## src/rtl/mult_pkg.sv

```systemverilog
// rtl/mult_pkg.sv - shared types, widths and Booth step codes for the sequential multiplier
package mult_pkg;

  typedef enum logic {
    IDLE = 1'b0,
    RUN  = 1'b1
  } state_e;

  localparam logic [1:0] BOOTH_NOP = 2'b00;
  localparam logic [1:0] BOOTH_ADD = 2'b01;
  localparam logic [1:0] BOOTH_SUB = 2'b10;

  function automatic int cnt_w(input int width);
    return $clog2(width + 1);
  endfunction

  // Radix-2 recoding of the pair {Q[0], q_-1}
  function automatic logic [1:0] booth_code(input logic q0, input logic qm1);
    case ({q0, qm1})
      2'b10:   return BOOTH_SUB;
      2'b01:   return BOOTH_ADD;
      default: return BOOTH_NOP;
    endcase
  endfunction

endpackage

```

## src/rtl/booth_step.sv

```systemverilog
// rtl/booth_step.sv - one radix-2 Booth step: conditional add/sub then arithmetic right shift
module booth_step
  import mult_pkg::*;
#(
  parameter int N = 33
) (
  input  logic [N-1:0] a,
  input  logic [N-1:0] q,
  input  logic         qm1,
  input  logic [N-1:0] m_ext,
  output logic [N-1:0] a_next,
  output logic [N-1:0] q_next,
  output logic         qm1_next
);

  logic [N-1:0] sum;

  // N-bit add/sub; the carry out is dropped on purpose
  always_comb begin
    sum = a;
    case (booth_code(q[0], qm1))
      BOOTH_ADD: sum = a + m_ext;
      BOOTH_SUB: sum = a - m_ext;
      default:   sum = a;
    endcase
  end

  assign a_next   = {sum[N-1], sum[N-1:1]};
  assign q_next   = {sum[0], q[N-1:1]};
  assign qm1_next = q[0];

endmodule

```

## src/rtl/seq_booth_multiplier.sv

```systemverilog
// rtl/seq_booth_multiplier.sv - iterative radix-2 Booth multiplier with start/done handshake
module seq_booth_multiplier
  import mult_pkg::*;
#(
  parameter int WIDTH = 32
) (
  input  logic             clk,
  input  logic             rst,
  input  logic             start,
  input  logic             is_signed,
  input  logic [WIDTH-1:0] m,
  input  logic [WIDTH-1:0] q,
  output logic             busy,
  output logic             done,
  output logic [WIDTH-1:0] low,
  output logic [WIDTH-1:0] high
);

  localparam int N  = WIDTH + 1;
  localparam int CW = cnt_w(WIDTH);
  localparam logic [CW-1:0] LAST = CW'(N - 1);

  state_e          state;
  logic [N-1:0]    a_r, q_r, m_r;
  logic            qm1_r;
  logic [CW-1:0]   count;
  logic [N-1:0]    a_nx, q_nx;
  logic            qm1_nx;
  logic [2*N-1:0]  prod_nx;

  booth_step #(.N(N)) u_step (
    .a        (a_r),
    .q        (q_r),
    .qm1      (qm1_r),
    .m_ext    (m_r),
    .a_next   (a_nx),
    .q_next   (q_nx),
    .qm1_next (qm1_nx)
  );

  assign prod_nx = {a_nx, q_nx};
  assign busy    = (state == RUN);

  always_ff @(posedge clk) begin
    if (rst) begin
      state <= IDLE;
      a_r   <= '0;
      q_r   <= '0;
      m_r   <= '0;
      qm1_r <= 1'b0;
      count <= '0;
      done  <= 1'b0;
      low   <= '0;
      high  <= '0;
    end else begin
      done <= 1'b0;
      case (state)
        IDLE: begin
          if (start) begin
            // One extra bit keeps unsigned operands exact without a correction step
            m_r   <= {is_signed & m[WIDTH-1], m};
            q_r   <= {is_signed & q[WIDTH-1], q};
            a_r   <= '0;
            qm1_r <= 1'b0;
            count <= '0;
            state <= RUN;
          end
        end
        RUN: begin
          a_r   <= a_nx;
          q_r   <= q_nx;
          qm1_r <= qm1_nx;
          if (count == LAST) begin
            high  <= prod_nx[2*WIDTH-1:WIDTH];
            low   <= prod_nx[WIDTH-1:0];
            done  <= 1'b1;
            state <= IDLE;
          end else begin
            count <= count + CW'(1);
          end
        end
        default: state <= IDLE;
      endcase
    end
  end

endmodule
```

## config.mk

```make
export PLATFORM = sky130hd
export DESIGN_NAME = seq_booth_multiplier
export DESIGN_NICKNAME = d
export VERILOG_FILES = /design/src/rtl/mult_pkg.sv /design/src/rtl/booth_step.sv /design/src/rtl/seq_booth_multiplier.sv
export SDC_FILE = /design/constraint.sdc
export NUM_CORES = 1
export LEC_CHECK = 0
export BUFFER_PORTS_ARGS = -buffer_cell sky130_fd_sc_hd__buf_2
export CORE_MARGIN = 5
export CORE_UTILIZATION = 36
export CTS_BUF_LIST = sky130_fd_sc_hd__clkbuf_2
export DETAILED_ROUTE_END_ITERATION = 10
export SYNTH_ARGS = -nofsm -noshare
export SYNTH_HDL_FRONTEND = slang
export SYNTH_HIERARCHICAL = 1
export SYNTH_SLANG_ARGS = --single-unit
```

## constraint.sdc

```tcl
create_clock -name clk -period 11.7 [get_ports clk]
set_clock_uncertainty 0.2 [all_clocks]
set_input_delay 0 -clock clk [delete_from_list [all_inputs] [get_ports clk]]
set_output_delay 0 -clock clk [all_outputs]
set_load 0.02 [all_outputs]
```

### Word level (Yosys, flattened, before mapping)

Index checks and enable logic that the tools add are counted.

* flip-flop bits (word level): 172
* logic and storage cells: 41
* input bits: 68

* add/sub/neg operators: 3
* reductions and logical operators: 4
* mux-type cells: 15
* bitwise logic cells: 3
* equality and inequality tests: 7

Operators by type and width (count)
* case mux 33 bit (2 select lines): 3
* two-way mux 33 bit: 2
* adder 33 bit: 1
* subtractor 33 bit: 1
* two-way mux 6 bit: 2
* case mux 6 bit (2 select lines): 1
* adder 6 x 1 -> 6 bit (second input constant): 1
* == test 6 bit (second input constant): 1
* AND reduction 2 bit: 3
* == test 2 x 1 -> 1 bit (second input constant): 2
* == test 2 bit (second input constant): 2
* two-way mux 1 bit: 4
* inequality test 2 bit (second input constant): 2
* case mux 1 bit (2 select lines): 2
* case mux 2 bit (2 select lines): 1
* AND 1 bit: 2
* OR reduction 2 bit: 1
* inverter 1 bit: 1

### Logic depth before layout (Yosys ltp)

* depth in word-level cells: 5
* gate-level depth with buffers: 20

### Hierarchy

The synthesis kept the hierarchy.

Modules (own cells, without submodules)
* seq_booth_multiplier: cells each 784, area an instance 6822.8 um2, sequential area each 3443.3 um2, instances 1
* booth_step: cells each 476, area an instance 3104.2 um2, sequential area each 0.0 um2, instances 1

### Worst setup path before layout

No wires, ideal clock.

* path kind: reg2reg
* start: reg m_r[11]
* end: reg a_r[32]
* required time: 11.372 ns
* slack: 7.405 ns
* data arrival time: 3.968 ns
* setup time: 0.128 ns
* stages on the path, launching flop included: 21
* cells stage by stage: dfxtp_1 or4_4 or4_4 nor4_1 and2b_1 and3_1 a21oi_1 xnor2_1 ha_1 clkbuf_1 a21oi_1 o21ai_0 nor3_1 o211ai_1 a41oi_1 a21oi_1 o21ai_1 xnor2_1 buf_4 a21oi_1 nor2_1

* word-level cells in the longest chain between the ends: 3

RTL lines
* start: declaration: line seq_booth_multiplier.sv:24 `logic [N-1:0] a_r, q_r, m_r;`
* start signal: assignment: line seq_booth_multiplier.sv:61 `m_r <= {is_signed & m[WIDTH-1], m};`
* subtractor 33 bit or adder 33 bit (tied branches): line booth_step.sv:23, booth_step.sv:22
* case mux 33 bit (2 select lines) *: line booth_step.sv:21 `case (booth_code(q[0], qm1))`
* via a_nx[31]: line seq_booth_multiplier.sv:27 `logic [N-1:0] a_nx, q_nx;`
* case mux 33 bit (2 select lines) *: line seq_booth_multiplier.sv:57 `case (state)`
* end signal: assignment: line seq_booth_multiplier.sv:70 `a_r <= a_nx;`
* end: declaration: line seq_booth_multiplier.sv:24

The timed path passes the listed nets; every way through them passes the cells marked *.
A chain may end at the register's enable or synchronous reset.

### Final worst setup path

* start: reg m_r[13]
* end: reg a_r[31]

Same word-level chain as after synthesis.

==> metrics <==
drt via density=5.243; max-cap check violation count=0; TritonCTS Buffers=17; post-route cell area=between 0.01 and 0.015 mm^2; remaining design rule violation count=0; highest achievable clock rate=0.2074 GHz; antenna-violating nets left=0; number of global-route vias before repair=9346; Max clock buf depth=2; placement row count=60; GP Congestion=around 0.9; Seq cells post-synth=172; Pins Over Slew Limit=0; synthesized netlist cell count=1260; clock net sink count=172; worst hold endpoint=low[20]$_SDFFE_PP0P_; Die X-Extent=176.1 um; number of cells on the worst hold path=3; setup slack, reg-to-reg=6.88 ns; placed instance area=0.01043 mm^2; total power consumption of the routed design=0.001315 W; static leakage=5.002 nW; Syn Area/Cell=7.879 um^2; detailed placer's ending HPWL=roughly 19000 um; drt first-iter violations=between 600 and 700; crit path launch type=flop; setup_tns=0 ns; Clk Tree Root Cell=sky130_fd_sc_hd__clkbuf_2; Hold-fix buffers, CTS=~180; Die Footprint=0.03100 mm^2; placeable core area=0.02703 mm^2; clock input transition at the sequential cells of the worst setup and hold paths=0.30 ns; Post-Synthesis Net Count=1365; remaining max-slew budget at the tightest pin=0.2585; wire length of the first global-routing pass=47270 um; sequential fraction of the synthesis area=0.3469; layout net count=about 1600; routed wire length per instance=15.64 um; share of layout cells above drive strength 1=0.1509; Min-Delay Path Class=primary input to flop; number of levels in the clock H-tree=4; global route overflow=0; TritonCTS clock tree=yes; count of instances resized after the clock tree is built=0; setup repair after global routing missed its margin=no; starting utilization of the core area=0.3673; overall fraction of global-route tracks in use=0.1818; total vias in the final route=9573; result of the run=complete, no violations; Port Buf Inserts=~130; Ports=134; origin of the worst min-delay path=rst; count of cell types in the netlist=61; first-pass iteration count of the detailed router=5; clk_lat worst skew=0.74 ns; fin crit share=0.4122; startpoint of the worst register-to-register path=m_r[13]$_SDFFE_PP0P_; largest net degree at the start of global routing=107; power density over the cells=105.1 mW/mm^2; DRT Wirelength=28560 um; post-layout minimum cycle time=4.822 ns; final hold vios=0; FF-to-FF path depth=18; Max VDD drop=about 0.063 mV; warning count from the yosys run=6; initial antenna violation count=1; Netlist Area Pre-Place=0.009927 mm^2; floorplan die height=176.1 um; maximum fanout along the worst path=9; # Post-CTS Setup Buffers=0; Main synth FF type=sky130_fd_sc_hd__dfxtp_1; arrival time at the worst endpoint=between 5 and 6 ns; count of final setup violators=0; class of the most critical setup path=flop to flop; worst endpoint required time=approximately 12 ns; count of flip-flops with a built-in enable after synthesis=0; fraction of synthesis flops using an asynchronous set or reset pin=0; transition at the pin with the smallest max-transition slack=1.112 ns; category of the worst setup path capture point=flop; Area growth, synth to finish=26.01%; worst flop-to-flop path endpoint=a_r[31]$_SDFFE_PP0P_
-- layout make-up --
class / count / area (um^2)
clock buffers: 17 / 85.08
clock inverters: 15 / 178.9
repair buffers: 325 / 2562
fillers: 2783 / 14520
diodes: 1 / 2.502
multi-input cells: 928 / 5705
inverters: 27 / 101.3
flip-flops and latches: 172 / 3447
well taps: 341 / 426.7
-- registers in the layout (all words and copies together), names as in the netlist --
name,cells
q_r,33
m_r,33
high,32
a_r,33
count,6
low,32
busy,1
qm1_r,1
done,1
-- worst max-delay path, stage by stage (launching register included) --
cell and delay [ns]:
sky130_fd_sc_hd__dfxtp_1 0.40, sky130_fd_sc_hd__or4_4 0.56, sky130_fd_sc_hd__or4_4 0.47, sky130_fd_sc_hd__nor4_1 0.32, sky130_fd_sc_hd__and2b_1 0.25, sky130_fd_sc_hd__and3_1 0.28, sky130_fd_sc_hd__a21oi_1 0.12, sky130_fd_sc_hd__xnor2_1 0.15
sky130_fd_sc_hd__ha_1 0.40, sky130_fd_sc_hd__a21oi_1 0.23, sky130_fd_sc_hd__o21ai_0 0.15, sky130_fd_sc_hd__nor3_1 0.20, sky130_fd_sc_hd__o211ai_1 0.13, sky130_fd_sc_hd__a41oi_1 0.30, sky130_fd_sc_hd__a21oi_1 0.10, sky130_fd_sc_hd__o21ai_1 0.12
sky130_fd_sc_hd__xnor2_1 0.10, sky130_fd_sc_hd__a21oi_1 0.15, sky130_fd_sc_hd__nor2_1 0.05
-- how the worst max path moves through the flow --
stage	slack [ns]	to	from
after global routing	6.44	a_r[31]$_SDFFE_PP0P_	m_r[11]$_SDFFE_PP0P_
after CTS	6.90	a_r[31]$_SDFFE_PP0P_	m_r[13]$_SDFFE_PP0P_
after detailed placement	6.97	a_r[31]$_SDFFE_PP0P_	m_r[13]$_SDFFE_PP0P_
after global placement	7.14	a_r[32]$_SDFFE_PP0P_	m_r[11]$_SDFFE_PP0P_
final	6.88	a_r[31]$_SDFFE_PP0P_	m_r[13]$_SDFFE_PP0P_
after floorplan	7.40	a_r[32]$_SDFFE_PP0P_	m_r[11]$_SDFFE_PP0P_
-- placed cells by master, fill, tap and decap left out, types with 9 or more instances in the layout --
cell / netlist / routed
sky130_fd_sc_hd__a21o_1: 12 / 12
sky130_fd_sc_hd__a21oi_1: 181 / 181
sky130_fd_sc_hd__a31oi_1: 9 / 9
sky130_fd_sc_hd__buf_2: 8 / 132
sky130_fd_sc_hd__buf_4: 40 / 12
sky130_fd_sc_hd__clkbuf_2: 0 / 17
sky130_fd_sc_hd__dfxtp_1: 172 / 171
sky130_fd_sc_hd__dlygate4sd3_1: 0 / 181
sky130_fd_sc_hd__ha_1: 36 / 36
sky130_fd_sc_hd__inv_1: 26 / 26
sky130_fd_sc_hd__mux2_2: 34 / 34
sky130_fd_sc_hd__mux2i_1: 35 / 35
sky130_fd_sc_hd__nand2_1: 115 / 114
sky130_fd_sc_hd__nand3_1: 74 / 74
sky130_fd_sc_hd__nand4_1: 10 / 10
sky130_fd_sc_hd__nor2_1: 99 / 99
sky130_fd_sc_hd__nor3_1: 20 / 20
sky130_fd_sc_hd__nor3b_1: 37 / 37
sky130_fd_sc_hd__o21ai_0: 88 / 88
sky130_fd_sc_hd__o21ai_1: 21 / 21
sky130_fd_sc_hd__o21bai_1: 9 / 9
sky130_fd_sc_hd__xnor2_1: 48 / 48
sky130_fd_sc_hd__xor2_1: 12 / 12
-- stage by stage --
step | hold WS, ns | util | setup slack [ns] | std cells
2_1_floorplan | -0.06403 | - | 7.405 | 1260
3_3_place_gp | 0.04345 | 0.3860 | 7.139 | 1612
3_5_place_dp | 0.04603 | 0.3860 | 6.974 | 1612
4_1_cts | 0.04611 | 0.4628 | 6.895 | 1825
5_1_grt | 0.07288 | 0.4629 | 6.439 | 1826
6_report | 0.1459 | 0.4629 | 6.878 | 1826
-- cells in the mapped netlist (6+ instances only) --
cell type,n,area (um^2)
sky130_fd_sc_hd__o21ai_0,88,440.4
sky130_fd_sc_hd__buf_2,8,40.04
sky130_fd_sc_hd__nor3b_1,37,277.8
sky130_fd_sc_hd__xor2_1,12,105.1
sky130_fd_sc_hd__o21ai_1,21,105.1
sky130_fd_sc_hd__clkbuf_1,77,289.0
sky130_fd_sc_hd__mux2i_1,35,350.3
sky130_fd_sc_hd__o21bai_1,9,67.56
sky130_fd_sc_hd__nand3_1,74,370.4
sky130_fd_sc_hd__nand2_1,115,431.7
sky130_fd_sc_hd__nor2_1,99,371.6
sky130_fd_sc_hd__ha_1,36,450.4
sky130_fd_sc_hd__inv_1,26,97.59
sky130_fd_sc_hd__o21a_1,6,45.04
sky130_fd_sc_hd__o211ai_1,8,60.06
sky130_fd_sc_hd__dfxtp_1,172,3443
sky130_fd_sc_hd__and3_1,8,50.05
sky130_fd_sc_hd__nand4_1,10,62.56
sky130_fd_sc_hd__buf_4,40,300.3
sky130_fd_sc_hd__a31oi_1,9,56.30
sky130_fd_sc_hd__a21o_1,12,90.09
sky130_fd_sc_hd__mux2_2,34,382.9
sky130_fd_sc_hd__nor2b_1,9,56.30
sky130_fd_sc_hd__nor3_1,20,100.1
sky130_fd_sc_hd__a21oi_1,181,905.9
sky130_fd_sc_hd__nand2b_1,6,37.54
sky130_fd_sc_hd__xnor2_1,48,420.4
-- routing by layer --
metal	vias up	routed length [um]	share of wire	global-route usage
li1	4804	-	-	-
met1	4565	13400	0.47	0.2414
met2	190	13600	0.48	0.3077
met3	14	1297	0.045	0.03769
met4	0	263	0.0092	0.03574
met5	-	0	0	0
-- power breakdown --
part | internal, W | total [W] | switching (W) | leakage (nW)
Clock | 0.000107 | 0.000343 | 0.000236 | 0.151
Sequential | 0.000606 | 0.000628 | 0.0000221 | 1.40
Combinational | 0.000159 | 0.000344 | 0.000186 | 3.45
-- cell families after synthesis --
logic type,share of synthesized area
AO/OA/AOI/OAI,0.2048
XOR/XNOR,0.05294
adder cells (fa/ha/maj),0.04739
buffers and inverters,0.07966
flip-flops,0.3469
multiplexers,0.07386
AND/OR/NAND/NOR,0.1945
(Power assumes the default switching activity.)
